`config.mk`:
```
export PLATFORM = sky130hd
export DESIGN_NAME = fp_mul_param
export DESIGN_NICKNAME = d
export VERILOG_FILES = /design/src/rtl/fp_mul_pkg.sv /design/src/rtl/fp_mul_param_round.sv /design/src/rtl/fp_mul_param.sv
export SDC_FILE = /design/constraint.sdc
export NUM_CORES = 2
export LEC_CHECK = 0
export CORE_MARGIN = 2
export CORE_UTILIZATION = 25
export CTS_CLUSTER_DIAMETER = 40
export DETAILED_ROUTE_END_ITERATION = 8
export PLACE_DENSITY = 0.41
export SLEW_MARGIN = 30
export SYNTH_ARGS = -nofsm -noshare
export SYNTH_HDL_FRONTEND = slang
export SYNTH_SLANG_ARGS = --single-unit
```
`constraint.sdc`:
```
create_clock -name clock -period 19.75 [get_ports clock]
set_input_delay 2.9625 -clock clock [delete_from_list [all_inputs] [get_ports clock]]
set_output_delay 2.9625 -clock clock [all_outputs]
set_load 0.01 [all_outputs]
```
`src/rtl/fp_mul_pkg.sv`:
```
// fp_mul_pkg: shared state/class types, flag bit positions and format helpers
package fp_mul_pkg;
  typedef enum logic [2:0] {IDLE, UNPACK, MULT, NORM, ROUND, DONE} state_t;
  typedef enum logic [2:0] {CLS_ZERO, CLS_SUB, CLS_NORM, CLS_INF, CLS_QNAN, CLS_SNAN} fp_class_t;
  localparam int FLAG_INV = 3;
  localparam int FLAG_OVF = 2;
  localparam int FLAG_UNF = 1;
  localparam int FLAG_INX = 0;
  function automatic int bias(input int exp_w);
    return (1 << (exp_w - 1)) - 1;
  endfunction
  function automatic logic [63:0] qnan(input int exp_w, input int man_w, input bit pay);
    logic [63:0] e_ones;
    e_ones = (64'd1 << exp_w) - 64'd1;
    return (e_ones << man_w) | (pay ? (64'd1 << (man_w - 1)) : 64'd1);
  endfunction
endpackage

```
`src/rtl/fp_mul_param_round.sv`:
```
// fp_round_rne: round-to-nearest-even of a normalised significand, with FTZ and overflow to inf
module fp_round_rne #(
  parameter int EXP_W = 8,
  parameter int MAN_W = 23
) (
  input  logic [MAN_W-1:0]        frac,
  input  logic                    g,
  input  logic                    r,
  input  logic                    s,
  input  logic signed [EXP_W+1:0] exp_in,
  output logic [EXP_W-1:0]        exp_out,
  output logic [MAN_W-1:0]        frac_out,
  output logic                    overflow,
  output logic                    underflow,
  output logic                    inexact
);
  logic inc;
  logic carry;
  logic [MAN_W-1:0] frac_inc;
  logic signed [EXP_W+1:0] exp_rnd;
  // a carry out of the fraction leaves it all-zero, so only the exponent needs bumping
  always_comb begin
    inc = g & (r | s | frac[0]);
    {carry, frac_inc} = {1'b0, frac} + (MAN_W+1)'(inc);
    exp_rnd = exp_in + (EXP_W+2)'(carry);
    overflow = !exp_rnd[EXP_W+1] && (exp_rnd[EXP_W:0] >= {1'b0, {EXP_W{1'b1}}});
    underflow = exp_rnd[EXP_W+1] || (exp_rnd == '0);
    inexact = g | r | s | overflow | underflow;
    exp_out = overflow ? '1 : underflow ? '0 : exp_rnd[EXP_W-1:0];
    frac_out = (overflow | underflow) ? '0 : frac_inc;
  end
endmodule

```
`src/rtl/fp_mul_param.sv`:
```
// fp_mul_param: multi-cycle IEEE-754 multiplier (DAZ/FTZ, RNE) with valid/ready operand and result ports
module fp_mul_param
  import fp_mul_pkg::*;
#(
  parameter int EXP_W    = 8,
  parameter int MAN_W    = 23,
  parameter bit QNAN_PAY = 1'b1
) (
  input  logic                   clock,
  input  logic                   nreset,
  input  logic                   in_valid,
  output logic                   in_ready,
  input  logic [EXP_W+MAN_W:0]   a,
  input  logic [EXP_W+MAN_W:0]   b,
  output logic                   out_valid,
  input  logic                   out_ready,
  output logic [EXP_W+MAN_W:0]   product,
  output logic [3:0]             flags
);
  localparam int W = 1 + EXP_W + MAN_W;
  localparam int PW = 2 * MAN_W + 2;
  localparam int EW2 = EXP_W + 2;
  localparam logic [W-1:0] QNAN = W'(qnan(EXP_W, MAN_W, QNAN_PAY));
  localparam logic signed [EW2-1:0] BIAS = EW2'(bias(EXP_W));
  state_t state_q, state_d;
  logic [W-1:0] a_q, a_d, b_q, b_d, product_q, product_d, sp_product;
  logic sign_q, sign_d, out_valid_q, out_valid_d;
  logic signed [EW2-1:0] exp_q, exp_d;
  logic [PW-1:0] mprod_q, mprod_d;
  logic [MAN_W-1:0] frac_q, frac_d, rnd_frac;
  logic [2:0] grs_q, grs_d;
  logic [3:0] flags_q, flags_d, sp_flags;
  logic [EXP_W-1:0] rnd_exp;
  logic rnd_ovf, rnd_unf, rnd_inx, top;
  fp_class_t ca, cb;
  logic zero_a, zero_b, inf_a, inf_b, nan_a, nan_b, bad_mul, special;
  function automatic fp_class_t classify(input logic [EXP_W-1:0] e, input logic [MAN_W-1:0] f);
    return (e == '0) ? ((f == '0) ? CLS_ZERO : CLS_SUB) :
           (e == '1) ? ((f == '0) ? CLS_INF : (f[MAN_W-1] ? CLS_QNAN : CLS_SNAN)) : CLS_NORM;
  endfunction
  fp_round_rne #(.EXP_W(EXP_W), .MAN_W(MAN_W)) u_round (
    .frac(frac_q), .g(grs_q[2]), .r(grs_q[1]), .s(grs_q[0]), .exp_in(exp_q),
    .exp_out(rnd_exp), .frac_out(rnd_frac),
    .overflow(rnd_ovf), .underflow(rnd_unf), .inexact(rnd_inx)
  );
  // classify captured operands; subnormals count as zero, specials resolve without the datapath
  always_comb begin
    ca = classify(a_q[W-2:MAN_W], a_q[MAN_W-1:0]);
    cb = classify(b_q[W-2:MAN_W], b_q[MAN_W-1:0]);
    zero_a = (ca == CLS_ZERO) || (ca == CLS_SUB);
    zero_b = (cb == CLS_ZERO) || (cb == CLS_SUB);
    inf_a = ca == CLS_INF;
    inf_b = cb == CLS_INF;
    nan_a = (ca == CLS_QNAN) || (ca == CLS_SNAN);
    nan_b = (cb == CLS_QNAN) || (cb == CLS_SNAN);
    bad_mul = (zero_a && inf_b) || (inf_a && zero_b);
    special = zero_a || zero_b || inf_a || inf_b || nan_a || nan_b;
    sp_product = (nan_a || nan_b || bad_mul) ? QNAN :
                 (inf_a || inf_b) ? {a_q[W-1] ^ b_q[W-1], {EXP_W{1'b1}}, {MAN_W{1'b0}}} :
                 {a_q[W-1] ^ b_q[W-1], {(W-1){1'b0}}};
    sp_flags = '0;
    sp_flags[FLAG_INV] = bad_mul || (ca == CLS_SNAN) || (cb == CLS_SNAN);
    top = mprod_q[PW-1];
  end
  // next-state and datapath: one stage of work per state
  always_comb begin
    state_d = state_q;
    a_d = a_q;
    b_d = b_q;
    sign_d = sign_q;
    exp_d = exp_q;
    mprod_d = mprod_q;
    frac_d = frac_q;
    grs_d = grs_q;
    out_valid_d = out_valid_q;
    product_d = product_q;
    flags_d = flags_q;
    case (state_q)
      IDLE: if (in_valid) begin
        a_d = a;
        b_d = b;
        state_d = UNPACK;
      end
      UNPACK: begin
        sign_d = a_q[W-1] ^ b_q[W-1];
        state_d = special ? DONE : MULT;
        out_valid_d = special;
        product_d = special ? sp_product : product_q;
        flags_d = special ? sp_flags : flags_q;
      end
      MULT: begin
        mprod_d = PW'({1'b1, a_q[MAN_W-1:0]}) * PW'({1'b1, b_q[MAN_W-1:0]});
        exp_d = EW2'(a_q[W-2:MAN_W]) + EW2'(b_q[W-2:MAN_W]) - BIAS;
        state_d = NORM;
      end
      NORM: begin
        frac_d = top ? mprod_q[PW-2:MAN_W+1] : mprod_q[PW-3:MAN_W];
        grs_d[2] = top ? mprod_q[MAN_W] : mprod_q[MAN_W-1];
        grs_d[1] = top ? mprod_q[MAN_W-1] : mprod_q[MAN_W-2];
        grs_d[0] = top ? |mprod_q[MAN_W-2:0] : |mprod_q[MAN_W-3:0];
        exp_d = exp_q + EW2'(top);
        state_d = ROUND;
      end
      ROUND: begin
        product_d = {sign_q, rnd_exp, rnd_frac};
        flags_d = '0;
        flags_d[FLAG_OVF] = rnd_ovf;
        flags_d[FLAG_UNF] = rnd_unf;
        flags_d[FLAG_INX] = rnd_inx;
        out_valid_d = 1'b1;
        state_d = DONE;
      end
      DONE: if (out_ready) begin
        out_valid_d = 1'b0;
        state_d = IDLE;
      end
      default: state_d = IDLE;
    endcase
  end
  // state and datapath registers; reset abandons any operation in flight
  always_ff @(posedge clock or negedge nreset) begin
    if (!nreset) begin
      state_q <= IDLE;
      a_q <= '0;
      b_q <= '0;
      sign_q <= 1'b0;
      exp_q <= '0;
      mprod_q <= '0;
      frac_q <= '0;
      grs_q <= '0;
      out_valid_q <= 1'b0;
      product_q <= '0;
      flags_q <= '0;
    end else begin
      state_q <= state_d;
      a_q <= a_d;
      b_q <= b_d;
      sign_q <= sign_d;
      exp_q <= exp_d;
      mprod_q <= mprod_d;
      frac_q <= frac_d;
      grs_q <= grs_d;
      out_valid_q <= out_valid_d;
      product_q <= product_d;
      flags_q <= flags_d;
    end
  end
  assign in_ready = state_q == IDLE;
  assign out_valid = out_valid_q;
  assign product = product_q;
  assign flags = flags_q;
endmodule
```
Word-level counts from Yosys, hierarchy flattened
Cells that the tools add are included.
{"block": "classes", "n_lt_le_gt_ge": 1, "add_sub_neg": 5, "reduce_logical": 37, "n_mul": 1, "n_eq_ne": 18, "mux": 30, "bitwise": 9}
{"operator": "two-way mux 32 bit", "count": 2}
{"operator": "case mux 32 bit (2 select lines)", "count": 1}
{"operator": "multiplier 24 x 24 -> 48 bit", "count": 1}
{"operator": "zero test 23 bit", "count": 2}
{"operator": "two-way mux 23 bit", "count": 2}
{"operator": "two-way mux 31 bit", "count": 1}
{"operator": "two-way mux 3 bit", "count": 9}
{"operator": "adder 23 x 1 -> 24 bit", "count": 1}
{"operator": "OR reduction 22 bit", "count": 1}
{"operator": "OR reduction 21 bit", "count": 1}
{"operator": "adder 10 x 1 -> 10 bit", "count": 2}
{"operator": "case mux 10 bit (2 select lines)", "count": 1}
{"operator": "equality test 3 bit (second input constant)", "count": 6}
{"operator": "case mux 3 bit (6 select lines)", "count": 1}
{"operator": "equality test 8 bit (second input constant)", "count": 2}
{"operator": "zero test 8 bit", "count": 2}
{"operator": "logical OR 1 bit", "count": 16}
{"operator": "two-way mux 8 bit", "count": 2}
{"operator": "equality test 3 x 2 -> 1 bit (second input constant)", "count": 4}
{"operator": "zero test 10 bit", "count": 1}
{"operator": "subtractor 9 x 7 -> 10 bit (second input constant)", "count": 1}
{"operator": "adder 8 x 8 -> 9 bit", "count": 1}
{"operator": "equality test 3 x 1 -> 1 bit (second input constant)", "count": 3}
{"operator": ">= comparator 9 x 8 -> 1 bit (second input constant)", "count": 1}
{"operator": "14 further kinds", "count": 37}
{"block": "word_totals", "regBits": 189, "elab_cells": 112, "input_bits": 68, "output_inout_bits": 38}

Depth between registers and ports, before layout
{"block": "logic_depth", "depth_word": 13, "ltp_mapped": 27, "depth_no_buf": 24}

By module
Synthesis repeated with hierarchy kept, for this count alone.
{"block": "unflattened", "cells_unflattened": 3075, "area_unflattened_um2": 28013.1}
{"module": "fp_mul_param", "area_each_um2": 26999.6, "seq_area_each_um2": 4729.5, "instances": 1, "cells_per_inst": 2921}
{"module": "fp_round_rne", "area_each_um2": 1013.5, "seq_area_each_um2": 0.0, "instances": 1, "cells_per_inst": 154}

Worst setup path before layout
No wires, ideal clock.
{"block": "synth_timing", "kind": "reg2reg", "start": "reg b_q[4]", "end": "reg mprod_q[45]", "period_less_slack_ns": 6.664, "required_time_ns": 19.624, "stages_incl_launch_ff": 28, "slack_ns": 13.086, "arrival_time_ns": 6.538, "n_path_buf": 3, "setup_ns": 0.126, "path_cell_list": "dfrtp_1 -> clkbuf_1 -> clkbuf_1 -> nand2_1 -> fa_1 -> inv_1 -> fa_1 -> inv_1 -> fa_1 -> inv_1 -> fa_1 -> inv_1 -> fa_1 -> inv_1 -> fa_1 -> inv_1 -> fa_1 -> inv_1 -> ha_1 -> clkbuf_2 -> nand4_1 -> nor3_1 -> o211ai_1 -> a31oi_1 -> o21ai_1 -> a211oi_2 -> a211oi_1 -> a221o_1"}
{"block": "synth_between", "elab_chain_len": 1}
{"item": "from (decl)", "line_no": "fp_mul_param.sv:26", "rtl": "logic [W-1:0] a_q, a_d, b_q, b_d, product_q, product_d, sp_product;"}
{"item": "from (signal assigned)", "line_no": "fp_mul_param.sv:125", "rtl": "b_q <= '0;"}
{"item": "from (signal assigned)", "line_no": "fp_mul_param.sv:137", "rtl": "b_q <= b_d;"}
{"item": "multiplier 24 x 24 -> 48 bit", "line_no": "fp_mul_param.sv:92", "rtl": "mprod_d = PW'({1'b1, a_q[MAN_W-1:0]}) * PW'({1'b1, b_q[MAN_W-1:0]});"}
{"item": "to (signal assigned)", "line_no": "fp_mul_param.sv:140", "rtl": "mprod_q <= mprod_d;"}
{"item": "to (decl)", "line_no": "fp_mul_param.sv:29", "rtl": "logic [PW-1:0] mprod_q, mprod_d;"}
No other way between the ends.
A chain may end at the register's enable or synchronous reset.

Worst setup path in the final report
{"block": "layout_timing", "start": "reg b_q[8]", "end": "reg mprod_q[45]"}
Same word-level chain as after synthesis.

==> impl_metrics.env <==
export IMPL_fillCellCount=11800
export IMPL_synth_ff_type="dfrtp_1"
export IMPL_crit_required_ns=20.15
export IMPL_design_die_area_um2=114000
export IMPL_io_pins=106
export IMPL_cts_resized=0
export IMPL_crit_start="b_q[8]"
export IMPL_start_util_pct=25.1
export IMPL_ctsHoldBuffers=0
export IMPL_cts_tree="built"
export IMPL_vias=20000
export IMPL_area_delta_synth_final_pct=11.8
export IMPL_reg2reg_slack_ns=11.50
export IMPL_r2r_cells=24
export IMPL_clock_sinks=189
export IMPL_fin_skew_ns=0.0213
export IMPL_syn_inst=3019
export IMPL_synth_warnings=0
export IMPL_clk_pin_slew_worst_paths_ns=0.10
export IMPL_stdcell_area_um2=31000
export IMPL_cts_root_buf="clkbuf_16"
export IMPL_drtPass1Iterations=6
export IMPL_synth_seq_area_share_pct=17.0
export IMPL_fmax_mhz=121
export IMPL_synth_edf_count=0
export IMPL_multiInputGateArea_um2=20100
export IMPL_wl_per_cell_um=19.8
export IMPL_rows=122
export IMPL_dpl_hpwl_um=69300
export IMPL_coreArea_um2=110000
export IMPL_grt_max_degree=93
export IMPL_dpl_cell_area_um2=30400
export IMPL_clock_latency_ns=0.52
export IMPL_setup_violations_final=0
export IMPL_setup_tns_ns=0
export IMPL_async_flop_share_pct=100
export IMPL_ys_ff_latch=189
export IMPL_via_per_inst=4.40
export IMPL_synth_area_per_cell_um2=9.19
export IMPL_first_global_vias=21700
export IMPL_regArea_um2=4730
export IMPL_die_h_um=337
export IMPL_ant_nets=0
export IMPL_synth_common_cells="inv_1, fa_1, nand2_1, and2_1, ha_1"
export IMPL_grt_overflow_total=0
export IMPL_numCtsBuffers=17
export IMPL_fin_nets=3778
export IMPL_drive_above_1_share_pct=5.25
export IMPL_synth_area_um2=27700
export IMPL_max_slew_worst_pin_slew_ns=1.02
export IMPL_fp_dieW_um=337
export IMPL_finalHoldViolCount=0
export IMPL_h_tree_depth=4
export IMPL_yosysTopAreaCellShare_pct=34.9
export IMPL_end_kind="flip-flop"
export IMPL_start_kind="flip-flop"
export IMPL_fin_crit_ns=8.25
export IMPL_hold_path_class="reg2reg"
export IMPL_worstPathArrival_ns=8.66
export IMPL_r2r_start="b_q[8]"
export IMPL_critPathMaxFanout=18
export IMPL_rsz0062_at_grt="no"
export IMPL_place_congestion=0.817
export IMPL_yosys_area_top_type="fa_1"
export IMPL_holdPathStages=2
export IMPL_outcome="completed"
export IMPL_clockBufferDepth=2
export IMPL_drc=0
export IMPL_slew_viol_final=0
export IMPL_netlist_top_cells_area="fa_1, dfrtp_1, ha_1, inv_1, nand2_1"
export IMPL_totalWireLength_um=89700
export IMPL_antenna_found_initial=3
export IMPL_grt_first_pass_wirelength_um=140000
export IMPL_post_cts_buffers=0
export IMPL_slew_headroom_pct=31.9
export IMPL_drtIter0Drc=1293
export IMPL_synth_fp_nets=3763
export IMPL_endpoint="mprod_q[45]"
export IMPL_synth_cell_type_count=78
export IMPL_fin_crit_sh_pct=41.8
export IMPL_worstSetupPathType="reg2reg"
export IMPL_port_buffers=105
export IMPL_maxCapViolCount=0
export IMPL_gr_usage_all_layers_pct=16.5
export IMPL_timing_rr_end="mprod_q[45]"
export IMPL_synth_most_common_cell="inv_1"
-- cells in the final DEF, fill, tap and decap left out, types with 17 or more instances in the layout --
cell	instances
a21o_1	27
a21oi_1	78
and2_1	249
and3_1	19
buf_4	46
clkbuf_16	17
clkdlybuf4s50_1	104
dfrtp_1	185
fa_1	483
ha_1	193
inv_1	590
mux2_2	49
mux2i_1	29
nand2_1	435
nand3_1	41
nand4_1	20
nor2_1	72
nor3_1	26
nor4_1	23
o21ai_0	128
xnor2_1	41
xor2_1	30
-- registers in the layout (all words and copies together) (netlist names) --
name and count:
grs_q 3, out_valid 1, exp_q 10, state_q 3, sign_q 1, mprod_q 48
frac_q 23, a_q 32, product 32, b_q 32, flags 4
-- per-stage QoR --
step | util, % | hold WS, ns | std cells | setup WS [ns]
after detailed placement | 27.5 | 0.458 | 4503 | 11.51
final | 28.1 | 0.480 | 4536 | 11.50
after global routing | 28.1 | 0.512 | 4535 | 11.01
after floorplan | - | 0.434 | 3019 | 13.09
after CTS | 28.1 | 0.479 | 4535 | 11.47
after global placement | 27.5 | 0.460 | 4503 | 11.50
-- worst min path at each step --
stage	endpoint	from	slack, ns
floorplan	mprod_q[0]	mprod_q[0]	0.43
global placement	mprod_q[15]	mprod_q[15]	0.46
detailed placement	mprod_q[0]	mprod_q[0]	0.46
CTS	mprod_q[0]	mprod_q[0]	0.48
global route	mprod_q[0]	mprod_q[0]	0.51
finish	mprod_q[3]	mprod_q[3]	0.48
-- worst max-delay path, stage by stage, from the launching register on --
cell and delay (ns):
dfrtp_1 0.93, clkinv_1 0.74, nor2_1 0.32, fa_1 0.46
fa_1 0.51, inv_1 0.06, fa_1 0.48, inv_1 0.05
fa_1 0.50, inv_1 0.06, fa_1 0.53, inv_1 0.05
fa_1 0.51, inv_1 0.06, fa_1 0.48, inv_1 0.04
ha_1 0.37, a21oi_1 0.25, o211ai_1 0.14, a31oi_1 0.27
a31oi_1 0.17, o21ai_1 0.46, a211oi_2 0.20, a21o_1 0.21
a221o_1 0.28
-- cells by family after synthesis --
logic type	after synthesis	share of synthesized area, %
AOI/OAI and AO/OA	329	7.51
xor gates and xnor gates	71	2.24
adders and majority gates	676	43.6
buffers and inverters	749	10.4
DFF	189	17.0
muxes	78	3.04
and+or+nand+nor	927	16.2
-- layer usage --
metal,part of all wire [%],vias up,wire [µm],track usage [%]
li1,-,9294,-,-
met1,49,10300,43600,23.9
met2,45,357,40600,26.0
met3,4.4,45,3960,2.59
met4,1.6,0,1460,3.53
met5,0,-,0,0
-- area by class of cell --
type                       instances  share of cell area [%]
multi-input combinational       2081                    64.9
antenna                            1                 0.00807
sequential                       189                    15.3
timing repair buffer             152                    4.55
clock inverter                    15                   0.714
clock buffer                      17                    1.37
tap                             1488                    6.00
inverter                         593                    7.18
Power is left out: the tool's default activity adds up to more than one toggle a clock period on the data nets, which glitch-free logic cannot reach.
